--- src/rtl/irq_controller_if.sv ---
// CPU-side register bus of the interrupt controller: 16-byte window,
// byte write strobes and combinational read data.
interface irq_controller_if;
    logic        select;
    logic [3:0]  we;
    logic        rd;
    logic [1:0]  addr;
    logic [31:0] wdata;
    logic [31:0] rdata;

    modport master (
        output select, we, rd, addr, wdata,
        input  rdata
    );

    modport slave (
        input  select, we, rd, addr, wdata,
        output rdata
    );
endinterface

--- src/rtl/irq_controller.sv ---
// Interrupt controller: per-source enable and level/edge mode, sticky edge
// pending bits with write-1-to-clear ACK, and a priority-encoded CAUSE
// register (bit 0 highest priority). Drives a registered irq to the CPU.
module irq_controller #(
    parameter int unsigned NUM_SRC = 5
) (
    input  logic               clk,
    input  logic               resetq,
    input  logic [NUM_SRC-1:0] src,
    irq_controller_if.slave    bus,
    output logic               irq
);

    logic [NUM_SRC-1:0] src_q, src_d;
    logic [NUM_SRC-1:0] pending_q, pending_d;
    logic [NUM_SRC-1:0] enable_q, enable_d;
    logic [NUM_SRC-1:0] mode_q, mode_d;
    logic               irq_q, irq_d;

    logic [31:0]        wmask;
    logic [NUM_SRC-1:0] ack_clr;
    logic [NUM_SRC-1:0] rise;
    logic [NUM_SRC-1:0] active;
    logic [NUM_SRC-1:0] masked;
    logic               cause_valid;
    logic [4:0]         cause_idx;

    // Read strobe carries no side effects; upper write bits are not stored.
    logic unused_bus;
    assign unused_bus = ^{bus.rd, bus.wdata, wmask};

    // Expand byte strobes to a bit mask and decode ENABLE/MODE/ACK writes.
    always_comb begin
        wmask    = {{8{bus.we[3]}}, {8{bus.we[2]}}, {8{bus.we[1]}}, {8{bus.we[0]}}};
        enable_d = enable_q;
        mode_d   = mode_q;
        ack_clr  = '0;
        for (int unsigned i = 0; i < NUM_SRC; i++) begin
            if (bus.select && wmask[i]) begin
                case (bus.addr)
                    2'd1:    enable_d[i] = bus.wdata[i];
                    2'd2:    mode_d[i]   = bus.wdata[i];
                    2'd3:    ack_clr[i]  = bus.wdata[i];
                    default: ;
                endcase
            end
        end
    end

    // Source path: edge capture with set-over-clear, level/edge selection
    // and the request that gets registered onto irq.
    always_comb begin
        src_d = src;
        rise  = src & ~src_q;
        // Masking with the next MODE value clears pending on the same edge
        // that switches a source to level mode.
        pending_d = ((pending_q & ~ack_clr) | rise) & mode_d;
        active    = (pending_q & mode_q) | (src_q & ~mode_q);
        masked    = active & enable_q;
        irq_d     = |masked;
    end

    // Lowest-numbered enabled active source wins.
    always_comb begin
        cause_valid = |masked;
        cause_idx   = '0;
        for (int unsigned i = NUM_SRC; i > 0; i--) begin
            if (masked[i-1]) begin
                cause_idx = 5'(i - 1);
            end
        end
    end

    // Combinational register read mux.
    always_comb begin
        bus.rdata = '0;
        case (bus.addr)
            2'd0: begin
                bus.rdata     = 32'(masked);
                bus.rdata[31] = irq_q;
            end
            2'd1:    bus.rdata = 32'(enable_q);
            2'd2:    bus.rdata = 32'(mode_q);
            default: bus.rdata = cause_valid ? {1'b1, 26'b0, cause_idx} : '0;
        endcase
    end

    // State registers, cleared asynchronously.
    always_ff @(posedge clk or negedge resetq) begin
        if (!resetq) begin
            src_q     <= '0;
            pending_q <= '0;
            enable_q  <= '0;
            mode_q    <= '0;
            irq_q     <= 1'b0;
        end else begin
            src_q     <= src_d;
            pending_q <= pending_d;
            enable_q  <= enable_d;
            mode_q    <= mode_d;
            irq_q     <= irq_d;
        end
    end

    assign irq = irq_q;

endmodule
--- src/flat_wrapper.sv ---
// flat-port wrapper written by rule: the top's interface ports become plain ports
module irq_controller_flat 
#(
    parameter int unsigned NUM_SRC = 5
)
  (clk, resetq, src, irq, bus_select, bus_we, bus_rd, bus_addr, bus_wdata, bus_rdata);
  irq_controller_if bus_i ();
  input  logic clk;
  input  logic resetq;
  input  logic [NUM_SRC-1:0] src;
  output logic irq;
  input wire logic [$bits(bus_i.select)-1:0] bus_select;
  input wire logic [$bits(bus_i.we)-1:0] bus_we;
  input wire logic [$bits(bus_i.rd)-1:0] bus_rd;
  input wire logic [$bits(bus_i.addr)-1:0] bus_addr;
  input wire logic [$bits(bus_i.wdata)-1:0] bus_wdata;
  output wire logic [$bits(bus_i.rdata)-1:0] bus_rdata;
  assign bus_i.select = bus_select;
  assign bus_i.we = bus_we;
  assign bus_i.rd = bus_rd;
  assign bus_i.addr = bus_addr;
  assign bus_i.wdata = bus_wdata;
  assign bus_rdata = bus_i.rdata;
  irq_controller #(.NUM_SRC(NUM_SRC)) u_core (.clk(clk), .resetq(resetq), .src(src), .bus(bus_i), .irq(irq));
endmodule
--- config.mk ---
export PLATFORM = sky130hd
export DESIGN_NAME = irq_controller_flat
export DESIGN_NICKNAME = d
export VERILOG_FILES = /design/src/rtl/irq_controller_if.sv /design/src/rtl/irq_controller.sv /design/src/flat_wrapper.sv
export SDC_FILE = /design/constraint.sdc
export NUM_CORES = 1
export LEC_CHECK = 0
export ABC_AREA = 1
export ABC_CLOCK_PERIOD_IN_PS = 2260
export BUFFER_PORTS_ARGS = -buffer_cell sky130_fd_sc_hd__buf_2
export CORE_MARGIN = 1.5
export CORE_UTILIZATION = 46
export DETAILED_ROUTE_END_ITERATION = 10
export PLACE_DENSITY_LB_ADDON = 0.2
export SLEW_MARGIN = 0
export SYNTH_ARGS = -nofsm -noshare
export SYNTH_HDL_FRONTEND = slang
export SYNTH_SLANG_ARGS = --single-unit
--- constraint.sdc ---
create_clock -name clk -period 2.26 [get_ports clk]
set_clock_uncertainty 0.05 [all_clocks]
set_input_delay 0.226 -clock clk [delete_from_list [all_inputs] [get_ports clk]]
set_output_delay 0.226 -clock clk [all_outputs]
set_load 0.05 [all_outputs]
After elaboration in Yosys (flattened, before gate mapping)

Cells that the tools add are included.
Widths: inputs -> output; s select.

Flip-flop bits (word level): 21
Output and inout port bits: 33
Word-level logic and storage cells: 50

Equal/unequal tests: 3
Muxes and demuxes: 27
Bitwise operators: 11
Reductions and logical operators: 4

Operators with widths:

| operator           | count |
|---|---|
| $pmux 32 s3        | 1 |
| $mux 32            | 1 |
| $and 5x5->5        | 6 |
| $mux 1             | 20 |
| $mux 3             | 5 |
| $not 5->5          | 3 |
| $or 5x5->5         | 2 |
| $reduce_or 5->1    | 1 |
| $eq 2x2->1 const B | 2 |
| $eq 2x1->1 const B | 1 |
| $logic_not 2->1    | 1 |
| $reduce_and 2->1   | 1 |
| $logic_and 1x1->1  | 1 |

Depth between registers and ports, before layout

Gate-level depths: netlist of run 1.

Depth in word-level cells: 11
Mapped depth: 8
Depth with buffers taken out: 8

Worst setup path after synthesis of run 1

OpenSTA, ideal clock, no wires.

Path kind: flip-flop to output port
Start point: register u_core.mode_q[3]
End point: output port bus_rdata[3]
Arrival: 1.360 ns
Data required time: 1.984 ns
Slack: 0.624 ns
Cell stages (with the launch flop): 5
Path buffers: 0
Cell sequence: dfrtp_1 -> inv_1 -> nand2_1 -> nand3_1 -> o221ai_1

Longest elaborated chain between the ends: 5

Ends and longest elaborated chain:

| element                | RTL line              | RTL |
|---|---|---|
| from (decl)            | irq_controller.sv:17  | `logic [NUM_SRC-1:0] mode_q, mode_d;` |
| from (signal assigned) | irq_controller.sv:100 | `mode_q <= mode_d;` |
| $not 5->5              | irq_controller.sv:58  | `active = (pending_q & mode_q) \| (src_q & ~mode_q);` |
| $and 5x5->5            | irq_controller.sv:58  |  |
| $or 5x5->5             | irq_controller.sv:58  |  |
| $and 5x5->5            | irq_controller.sv:59  | `masked = active & enable_q;` |
| $pmux 32 s3 (*)        | irq_controller.sv:77  | `case (bus.addr)` |
| to (decl)              | flat_wrapper.sv:17    | `output wire logic [$bits(bus_i.rdata)-1:0] bus_rdata;` |

Every way passes the cells marked *; elsewhere a longest branch is shown, timed or not.

Final worst setup path of run 1

Start point: register u_core.mode_q[3]
End point: output port bus_rdata[31]

Longest elaborated chain between the ends: 7

Ends and longest elaborated chain:

| element                | RTL line             | RTL |
|---|---|---|
| $not 5->5              | irq_controller.sv:58 |  |
| $and 5x5->5            | irq_controller.sv:58 |  |
| $or 5x5->5 (*)         | irq_controller.sv:58 |  |
| $and 5x5->5 (*)        | irq_controller.sv:59 |  |
| $reduce_or 5->1 (*)    | irq_controller.sv:65 | `cause_valid = \|masked;` |
| via u_core.cause_valid | irq_controller.sv:25 | `logic cause_valid;` |
| $mux 32 (*)            | irq_controller.sv:84 | `default: bus.rdata = cause_valid ? {1'b1, 26'b0, cause_idx} : '0;` |
| $pmux 32 s3 (*)        | irq_controller.sv:77 |  |

Mark *: on every way through the listed nets, which the timed path passes. The rest lies on a longest branch.

==> results.txt, run 1 <==
Critical path type -> flip-flop to primary output
Arrival time reported for the critical path endpoint -> 1610 ps
Portion of the post-synthesis area used by sequential elements -> 39.85%
Run status -> finished, final reports clean
Data required time at the worst endpoint -> 1980 ps
Clock transition at the registers of the reported paths -> 120 ps
Final-report hold violation count -> 0
Most frequent standard cell in the layout excluding fill and tap cells -> sky130_fd_sc_hd__nand2_1
Slowest CP cell -> sky130_fd_sc_hd__dfrtp_1
Site Rows -> 19
Cell seen most often among critical-path stages -> sky130_fd_sc_hd__nand2_1
Sequence of cells on the critical path -> inv_1 > nand2_1 > nand3_1 > nand2_1 > nor2_1 > nand2_1 > nand2_1 > nand2_1 > buf_2
Placeable core region -> 2734 um2
Vias after detailed routing -> 1,046
Global-route wire length before repair -> 4.015 mm
Number of top-level pins -> 80
Maximum level of the CTS H-tree -> 1
Setup total negative slack -> 0 ps
Root buffer selected by CTS -> sky130_fd_sc_hd__clkbuf_4
Total global routing track utilization -> 16.12%
Fraction of layout instances using a drive strength above 1 -> 20.59%
Max rail drop VDD -> 0.0003979 V
CP peak stage delay -> 410 ps
Vias in the first global route -> 953
Sort of element at the end of the critical path -> primary output
GRT Residual Overflow -> 0
Netlist Area Pre-Place -> 1319 um2
Mean instance size in the synthesized netlist -> 7.623 um2
CTS tree -> built
Synthesis-stage register bit count -> 21
Pin count of the biggest net entering global routing -> 22
Clock Path Buffers -> 2
Antenna-violating nets left -> 0
Total power density per cell area -> 748.4 nW/um2
Kind of cell adding the most delay to the critical path -> simple AND/OR/NAND/NOR gates
Final core utilization -> 53.14%
Total iterations of the first detailed-routing run -> 4
Sink count of the clock tree -> 21
Antenna violations before repair -> 0
Highest fanout seen on the critical path -> 3
Number of DRC violations after detailed-routing iteration 0 -> 19
RSZ-0062 raised after global routing -> false
Average wire per standard cell -> 9.877 um
Count of nets after finishing -> 252
Reported leakage power -> 0.8587 nW
Number of buffers and inverters on the critical path -> 2
Category of the worst setup path launch point -> flip-flop
Portion of the clock cycle consumed by the worst path in the final layout -> 83.52%
Vias per cell -> 4.451
Effective utilization at floorplan -> 48.24%
Number of pins exceeding their max-slew limit in the final report -> 0
Number of remaining DRC errors -> 0
Most frequent cells in the layout -> sky130_fd_sc_hd__nand2_1, sky130_fd_sc_hd__inv_1, sky130_fd_sc_hd__conb_1
Highest Clock Rate -> 529.8 MHz
Routed wire length -> 2.321 mm
Placer congestion estimate -> 0.8424
Clock buffer count from CTS -> 3
Die ar. -> 3197 um2
Warnings, synthesis -> 0
Number of maximum-capacitance violations -> 0
Worst min-delay path category -> input port to flip-flop
Count of cell types in the netlist -> 23
Die width -> 56.55 um
Area growth from synthesis to layout -> 10.15%
ANT cells -> 0
Height of the chip -> 56.55 um
Number of buffers added on ports -> 22
Syn Inst Count -> 173
Fill count -> 274
Crit path time final -> 1887 ps
# setup viols final -> 0
Clock insertion delay at the later pin of the skew report -> 310 ps
Detailed placer's ending HPWL -> 1.780 mm
[cell families after synthesis]
kind of cell           Yosys count  synth area share, %
other                            1               0.2844
buffers and inverters           59                24.29
DFF                             21                39.85
AOI/OAI and AO/OA               24                12.33
and+or+nand+nor                 68                23.25
[final cells by class]
| type | count | area [um2] | area share [%] |
|---|---|---|---|
| Inverter | 33 | 125.1 | 8.613 |
| Timing Repair Buffer | 28 | 170.2 | 11.71 |
| Clock buffer | 4 | 26.28 | 1.809 |
| Multi-Input combinational cell | 118 | 566.8 | 39.02 |
| Sequential cell | 21 | 525.5 | 36.18 |
| Tap cell | 31 | 38.79 | 2.670 |
[routing by layer]
| layer | share of wire, % | up-vias | wire (um) | global-route usage [%] |
|---|---|---|---|---|
| met3 | 6.4 | 5 | 149 | 2.765 |
| li1 | - | 544 | - | - |
| met2 | 45 | 47 | 1043 | 25.91 |
| met4 | 2.0 | 0 | 46 | 6.122 |
| met1 | 47 | 450 | 1082 | 21.66 |
| met5 | 0 | - | 0 | 0 |
[tightest hold or removal path, cell delays in order]
cell and delay, ps:
sky130_fd_sc_hd__buf_2 90, sky130_fd_sc_hd__inv_1 90, sky130_fd_sc_hd__o21ai_2 70
[power breakdown]
part	internal (mW)	switching [mW]	total (mW)	leakage, nW
combinational	0.104	0.328	0.432	0.580
clock	0.0689	0.119	0.188	0.0150
sequential	0.429	0.0381	0.467	0.263
total	0.602	0.485	1.09	0.859
[cells in the mapped netlist (all sizes together)]
master,instances,share of area (%)
nand2,50,16
nor2,8,2.8
and2,1,0.47
nand4,2,0.95
o21ai,19,9.5
buf,26,15
nand3b,1,0.57
clkinv,1,0.38
o211ai,2,1.1
inv,32,9.1
dfrtp,21,40
nand3,6,2.7
o22ai,1,0.47
conb,1,0.28
o21bai,1,0.57
o221ai,1,0.66
[final timing paths]
| path | startpoint | end | slack, ps | cells after the start |
|---|---|---|---|---|
| max | u_core.mode_q[3] | bus_rdata[31] | 370 | 9 |
| min | bus_wdata[3] | u_core.mode_q[3] | 150 | 3 |
| min reg2reg | u_core.enable_q[4] | u_core.enable_q[4] | 460 | 2 |
| max in group asynchronous | resetq | u_core.src_q[1] | 1490 | 2 |
| max reg2reg | u_core.mode_q[3] | u_core.irq | 1120 | 6 |
| min in group asynchronous | resetq | u_core.src_q[2] | 350 | 2 |
[flip-flops by register name, indices dropped and copies added (netlist names)]
| signal | flops |
|---|---|
| u_core.enable_q | 5 |
| u_core.irq | 1 |
| u_core.mode_q | 5 |
| u_core.pending_q | 5 |
| u_core.src_q | 5 |
[per-stage QoR]
step / hold slack, ps / power [mW] / cell area [um2] / setup slack, ps / std cells
4_1_cts: 149.3 / 1.091 / 1453 / 381.1 / 235
2_1_floorplan: -119.6 / 0.8500 / 1413 / 624.3 / 198
3_5_place_dp: 161.2 / 0.8991 / 1366 / 633.6 / 225
5_1_grt: 158.2 / 1.156 / 1453 / 237.6 / 235
3_3_place_gp: 153.7 / 0.8905 / 1366 / 654.0 / 225
6_report: 151.2 / 1.087 / 1453 / 372.5 / 235
[timing repair]
action,CTS,global route
gates resized for setup,0,0
endpoints found under the hold margin,26,0
hold buffers,6,0
buffers inserted,0,0
No activity file was read; power rests on OpenSTA's default activity.
==> run 2, diff against run 1 <==
Settings changed: ABC_CLOCK_PERIOD_IN_PS 2260 to 1600, CORE_UTILIZATION 46 to 39.
Clock period 2.26 ns to 1.6 ns, I/O delays scaled along.
==> run 2 against run 1 <==
The flow now finishes with violations (setup timing). Largest cell class unchanged. Utilization decreased by 2.1 points. Largest power group is now combinational cells. Combinational power increased by 69%. Worst setup slack got worse by 490 ps. Global-route usage decreased by 1.2 points. First-iteration DRC count increased by 53%. Via count increased by 0.67%. Sequential share of layout area decreased by 3.2 points. Sequential cell count unchanged. Critical path type unchanged. Routed wire length increased by 6.7%. Final area increased by 9.8%. Critical path depth unchanged. Register-to-register slack got worse by 610 ps.
==> results.txt, run 2 (synthesis results as in run 1) <==
Site Rows -> 20 (+1)
Vias after detailed routing -> 1,053 (+0.67%)
Placed cell area -> 1390 um2 (+1.7%)
Maximum level of the CTS H-tree -> 1 (unchanged)
Effective utilization at floorplan -> 42.16% (-6.1 points)
Portion of the clock cycle consumed by the worst path in the final layout -> 107.1%
Fraction of met1 tracks used by global routing -> 18.39% (-3.3 points)
Count of nets after finishing -> 259 (+2.8%)
Vias in the first global route -> 992 (+4.1%)
Fraction of power spent switching nets -> 43.19% (-1.4 points)
Placer congestion estimate -> 0.8254 (-2.0%)
Category of the worst setup path launch point -> flip-flop
Data required time at the worst endpoint -> 1390 ps (-590 ps)
Clock transition at the registers of the reported paths -> 110 ps (about the same)
Minimum setup slack among reg-to-reg paths -> 510 ps (-610 ps)
Critical path type -> flip-flop to primary output
Routed wire length -> 2.476 mm (+6.7%)
Most frequent standard cell in the layout excluding fill and tap cells -> sky130_fd_sc_hd__nand2_1
Sw power -> 0.7095 mW (+46%)
Crit path time final -> 1714 ps
Non-filler cells, final -> 255 (+8.5%)
Worst Setup Slack, final -> -114.2 ps (-486.8 ps)
Height of the chip -> 61.15 um (+8.1%)
Clock insertion delay at the later pin of the skew report -> 300 ps (about the same)
Placeable core region -> 3128 um2 (+14%)
Clock Path Buffers -> 2 (unchanged)
Pin count of the biggest net entering global routing -> 22 (unchanged)
Placed cells -> 239 (+6.2%)
Detailed placer's ending HPWL -> 1.781 mm (about the same)
Total iterations of the first detailed-routing run -> 4 (unchanged)
GRT Residual Overflow -> 0 (unchanged)
Most frequent cells in the layout -> sky130_fd_sc_hd__nand2_1, sky130_fd_sc_hd__inv_1, sky130_fd_sc_hd__conb_1
Worst min-delay path category -> input port to flip-flop
Fraction of layout instances using a drive strength above 1 -> 28.44% (+7.8 points)
Clock network fraction of total power -> 15.2% (-2.1 points)
Hold Path Origin -> bus_wdata[3]
Global-route met2 utilization -> 26.14% (+0.23 points)
# setup viols final -> 3 (+3)
Total power -> 1.643 mW (+51%)
Highest Clock Rate -> 583.3 MHz
Proportion of power drawn by combinational gates -> 44.5% (+4.8 points)
Total global routing track utilization -> 14.94% (-1.2 points)
Average wire per standard cell -> 9.710 um (-1.7%)
ANT cells -> 0 (unchanged)
Depth of the worst hold-timing path -> 3 (unchanged)
Arrival time reported for the critical path endpoint -> 1500 ps (-110 ps)
Vias per cell -> 4.129 (-7.2%)
Number of pins exceeding their max-slew limit in the final report -> 0 (unchanged)
Die width -> 61.15 um (+8.1%)
Global-route track usage on met3 -> 2.941% (+0.18 points)
Clock buffer count from CTS -> 3 (unchanged)
Sink count of the clock tree -> 21 (unchanged)
Failing checks -> setup timing
RSZ-0062 raised after global routing -> true
Summed area of non-filler cells in the final layout -> 1595 um2 (+9.8%)
Number of top-level pins -> 80 (unchanged)
Worst Hold Path EP -> u_core.mode_q[3]
Number of buffers added on ports -> 22 (unchanged)
Antenna-violating nets left -> 0 (unchanged)
Area growth from synthesis to layout -> 20.97%
Number of maximum-capacitance violations -> 0 (unchanged)
Sort of element at the end of the critical path -> primary output
Root buffer selected by CTS -> sky130_fd_sc_hd__clkbuf_4
Highest fanout seen on the critical path -> 3 (unchanged)
Final-report hold violation count -> 0 (unchanged)
Reg-to-Reg End -> u_core.irq
CTS tree -> built
Die ar. -> 3739 um2 (+17%)
Total power density per cell area -> 1030 nW/um2 (+38%)
Max rail drop VDD -> 0.0004848 V (+22%)
Reg2Reg Depth -> 6 (unchanged)
Run status -> complete, but fails checks
Busiest layer in global routing -> met2
Int Pwr -> 0.9333 mW (+55%)
Number of remaining DRC errors -> 0 (unchanged)
Reported leakage power -> 0.9051 nW (+5.4%)
Antenna violations before repair -> 0 (unchanged)
Proportion of power drawn by flip-flops and latches -> 40.3% (-2.7 points)
Global-route wire length before repair -> 4.174 mm (+4.0%)
Number of DRC violations after detailed-routing iteration 0 -> 29 (+10)
Startpoint of the worst-slack reg-to-reg timing path -> u_core.mode_q[1]
## run 2: cell types whose count changed in the layout (fill, tap and decap cells not counted), moves of 4 or more
cell                      previous run  this run
sky130_fd_sc_hd__buf_2              22        16
sky130_fd_sc_hd__nand2_2             2         6
sky130_fd_sc_hd__nand2_1            46        42
sky130_fd_sc_hd__nand3_2             1         5
sky130_fd_sc_hd__nand3_1             5         1
sky130_fd_sc_hd__buf_4               0         8
sky130_fd_sc_hd__buf_6               0         4
## run 2: worst max-delay path by stage
| stage | end | slack (ps) | from | depth (start not counted) |
|---|---|---|---|---|
| after floorplan | bus_rdata[3] | 30 | u_core.mode_q[3] | 4 |
| after global placement | bus_rdata[31] | 170 | u_core.mode_q[3] | 9 |
| after detailed placement | bus_rdata[31] | 160 | u_core.mode_q[3] | 9 |
| after CTS | bus_rdata[31] | -130 | u_core.mode_q[0] | 9 |
| after global routing | bus_rdata[31] | -270 | u_core.mode_q[0] | 9 |
| final | bus_rdata[31] | -110 | u_core.mode_q[1] | 9 |
## run 2: metrics by stage
step	setup TNS (ps)	setup slack, ps	hold WS [ps]	util, %
final	-261.8	-114.2	100.2	51.00
after global placement	0	173.1	91.29	44.44
after floorplan	0	30.26	-185.6	-
after global routing	-895.7	-267.7	100.3	51.00
after CTS	-258.6	-132.3	90.97	49.48
after detailed placement	0	162.1	97.34	44.44
## run 2: routing by layer
layer,wire length (um),share of wire [%]
met1,1120,45
met2,1179,48
met3,155,6.3
met4,21,0.85
met5,0,0
## run 2: power by group through the flow
stage | clock network, mW | registers, mW | logic [mW]
after floorplan | 0 | 0.695 | 0.505
after global placement | 0 | 0.666 | 0.597
after detailed placement | 0 | 0.668 | 0.601
after CTS | 0.266 | 0.661 | 0.683
after global routing | 0.283 | 0.673 | 0.802
final | 0.250 | 0.662 | 0.730
## run 2: final cells by class
cell class | count | area, um2
inverters | 33 | 125.1
repair buffers | 35 | 260.3
clock buffers | 4 | 26.28
well taps | 44 | 55.05
multi-input cells | 118 | 603.1
fillers | 329 | 1533
flip-flops and latches | 21 | 525.5
## run 2: worst max-delay path, stage by stage, from the launching register on
cell and delay (ps):
sky130_fd_sc_hd__dfrtp_1 410, sky130_fd_sc_hd__inv_1 70, sky130_fd_sc_hd__nand2_1 90, sky130_fd_sc_hd__nand3_2 100, sky130_fd_sc_hd__nand2_1 80, sky130_fd_sc_hd__nor2_2 110, sky130_fd_sc_hd__nand2_1 80, sky130_fd_sc_hd__nand2_1 70
sky130_fd_sc_hd__nand2_1 60, sky130_fd_sc_hd__buf_6 150
## run 2: repair_timing
action,in CTS,in global routing
hold endpoints to repair,26,0
hold buffers,6,0
resized for setup,17,8
pin swaps,8,9
setup buffers,3,3
setup endpoints to repair,5,6
==> run 3, diff against run 2 <==
Settings changed: CELL_PAD_IN_SITES_DETAIL_PLACEMENT set to 1, CELL_PAD_IN_SITES_GLOBAL_PLACEMENT set to 2, CORE_UTILIZATION 39 to 19, MAX_ROUTING_LAYER set to met4.
==> run 3 against run 2 <==
Sequential share of layout area fell by 0.90 points. Global-route usage shrank 5.6 points. The run still ends with setup timing left. Clock power up 47%. Combinational power down 3.2%. Non-clock buffer count increased by 1. Die area grew 99%. Sequential power about the same. Via count grew 4.5%. Largest power group unchanged.
==> results.txt, run 3 (synthesis results as in run 1) <==
Sort of element at the end of the critical path -> primary output
Fraction of layout instances using a drive strength above 1 -> 26.42% (-2.0 points)
Total global routing track utilization -> 9.313% (-5.6 points)
Antenna violations before repair -> 0 (unchanged)
Int Pwr -> 0.9979 mW (+6.9%)
# setup viols final -> 2 (-1)
Count of nets after finishing -> 260 (+0.39%)
Placeable core region -> 6756 um2 (+120%)
Most frequent cells in the layout -> sky130_fd_sc_hd__nand2_1, sky130_fd_sc_hd__inv_1, sky130_fd_sc_hd__conb_1
Height of the chip -> 86.31 um (+41%)
Worst min-delay path category -> input port to flip-flop
Vias in the first global route -> 1,008 (+1.6%)
Die width -> 86.31 um (+41%)
Critical path type -> flip-flop to primary output
Pin count of the biggest net entering global routing -> 22 (unchanged)
Root buffer selected by CTS -> sky130_fd_sc_hd__clkbuf_8
Worst Setup Slack, final -> -40.28 ps (+73.96 ps)
Average wire per standard cell -> 10.69 um (+10%)
Fill count -> 855 (+160%)
Crit path time final -> 1640 ps (-73.96 ps)
Highest Clock Rate -> 609.7 MHz (+4.5%)
Hold Path Origin -> bus_wdata[3]
Reported leakage power -> 0.9124 nW (+0.81%)
Vias per cell -> 3.767 (-8.8%)
Total power density per cell area -> 1058 nW/um2 (+2.7%)
Effective utilization at floorplan -> 19.52% (-23 points)
Number of buffers added on ports -> 22 (unchanged)
ANT cells -> 0 (unchanged)
GRT Residual Overflow -> 0 (unchanged)
Category of the worst setup path launch point -> flip-flop
Area used by multi-input combinational logic -> 584.3 um2 (-3.1%)
Clock buffer count from CTS -> 3 (unchanged)
Setup total negative slack -> -46.20 ps (+215.6 ps)
Sink count of the clock tree -> 21 (unchanged)
Reg-to-Reg End -> u_core.irq
Area growth from synthesis to layout -> 24.38%
Slew margin rel. -> 65.07%
RSZ-0062 raised after global routing -> true
Site Rows -> 30 (+50%)
Minimum setup slack among reg-to-reg paths -> 540 ps (+30 ps)
Number of top-level pins -> 80 (unchanged)
Depth of the worst hold-timing path -> 3 (unchanged)
Fraction of power spent switching nets -> 42.47% (-0.71 points)
Failing checks -> setup timing
Highest fanout seen on the critical path -> 4 (+1)
Clock Path Buffers -> 2 (unchanged)
Startpoint of the worst-slack reg-to-reg timing path -> u_core.mode_q[0]
Proportion of power drawn by flip-flops and latches -> 38.1% (-2.2 points)
Global-route wire length before repair -> 5.085 mm (+22%)
Maximum level of the CTS H-tree -> 1 (unchanged)
Actual transition at the worst max-transition pin -> 523.9 ps
Max rail drop VDD -> 0.0003106 V (-36%)
Most frequent standard cell in the layout excluding fill and tap cells -> sky130_fd_sc_hd__nand2_1
Antenna-violating nets left -> 0 (unchanged)
Run status -> complete, but fails checks
Worst Hold Path EP -> u_core.mode_q[3]
Number of DRC violations after detailed-routing iteration 0 -> 44 (+52%)
Number of pins exceeding their max-slew limit in the final report -> 0 (unchanged)
Proportion of power drawn by combinational gates -> 40.7% (-3.8 points)
Placer congestion estimate -> 0.6666 (-19%)
Total iterations of the first detailed-routing run -> 4 (unchanged)
Vias after detailed routing -> 1,100 (+4.5%)
Clock insertion delay at the later pin of the skew report -> 260 ps (-40 ps)
Non-filler cells, final -> 292 (+15%)
CTS tree -> built
Die ar. -> 7449 um2 (+99%)
Number of remaining DRC errors -> 0 (unchanged)
Reg2Reg Depth -> 6 (unchanged)
Placed cells -> 277 (+16%)
Portion of the clock cycle consumed by the worst path in the final layout -> 102.5% (-4.6 points)
Data required time at the worst endpoint -> 1390 ps (about the same)
Arrival time reported for the critical path endpoint -> 1430 ps (-70 ps)
Routed wire length -> 3.122 mm (+26%)
Sw power -> 0.7368 mW (+3.9%)
Number of maximum-capacitance violations -> 0 (unchanged)
Clock network fraction of total power -> 21.2% (+6.0 points)
Clock transition at the registers of the reported paths -> 80 ps (-30 ps)
Detailed placer's ending HPWL -> 2.414 mm (+36%)
Total area of sequential cells -> 525.5 um2 (unchanged)
Final-report hold violation count -> 0 (unchanged)
==> run 3: worst max-delay path, cell delays in order, from the launching register on <==
cell                      delay (ps)
sky130_fd_sc_hd__dfrtp_1         410
sky130_fd_sc_hd__nor2_1          100
sky130_fd_sc_hd__nor2_1           60
sky130_fd_sc_hd__nand2_1          90
sky130_fd_sc_hd__nand2_1          70
sky130_fd_sc_hd__nor2_2          100
sky130_fd_sc_hd__nand2_1          70
sky130_fd_sc_hd__nand2_1          60
sky130_fd_sc_hd__nand2_1          60
sky130_fd_sc_hd__buf_6           150
==> run 3: stage by stage <==
step	setup WS [ps]	area [um2]	util (%)	hold WS [ps]	power [mW]
after floorplan	30.26	1413	-	-185.6	1.201
final	-40.28	1640	24.28	149.4	1.735
after global routing	-165.2	1640	24.28	168.0	1.851
after detailed placement	143.2	1450	21.46	129.0	1.298
after CTS	-70.64	1605	23.76	147.7	1.737
after global placement	139.6	1450	21.46	133.8	1.296
==> run 3: power groups by stage <==
stage	registers, mW	clock network (mW)	logic, mW
final	0.661	0.367	0.707
after detailed placement	0.672	0	0.626
after floorplan	0.695	0	0.505
after global placement	0.671	0	0.625
after CTS	0.662	0.385	0.690
after global routing	0.671	0.403	0.777
==> run 3: metal layers <==
metal	vias up	routed length (um)	GRT usage [%]
met2	30	1463	14.03
met4	0	61	3.959
met1	510	1487	12.39
met5	-	0	-
li1	555	-	-
met3	5	110	1.524
==> run 3: what timing repair did <==
| action | CTS | global route |
|---|---|---|
| setup buffers | 1 | 4 |
| gates cloned | 0 | 0 |
| pin swaps | 4 | 4 |
| endpoints found under the hold margin | 26 | 0 |
| endpoints found under the setup margin | 5 | 6 |
| hold buffers | 6 | 0 |
| gates resized for setup | 14 | 4 |
==> run 3: final cells by class <==
class / instances / share of cell area [%]
clock buffer: 4 / 2.746
inverter: 33 / 7.628
timing repair buffer: 36 / 15.87
sequential: 21 / 32.04
multi-input combinational: 118 / 35.62
tap: 80 / 6.102
==> run 3: worst max-delay path by stage <==
stage | endpoint | from | cells past startpoint | slack [ps]
final | bus_rdata[31] | u_core.mode_q[0] | 9 | -40
after global routing | bus_rdata[31] | u_core.mode_q[0] | 9 | -170
after floorplan | bus_rdata[3] | u_core.mode_q[3] | 4 | 30
after detailed placement | bus_rdata[31] | u_core.mode_q[2] | 9 | 140
after global placement | bus_rdata[31] | u_core.mode_q[2] | 9 | 140
after CTS | bus_rdata[31] | u_core.mode_q[0] | 9 | -70
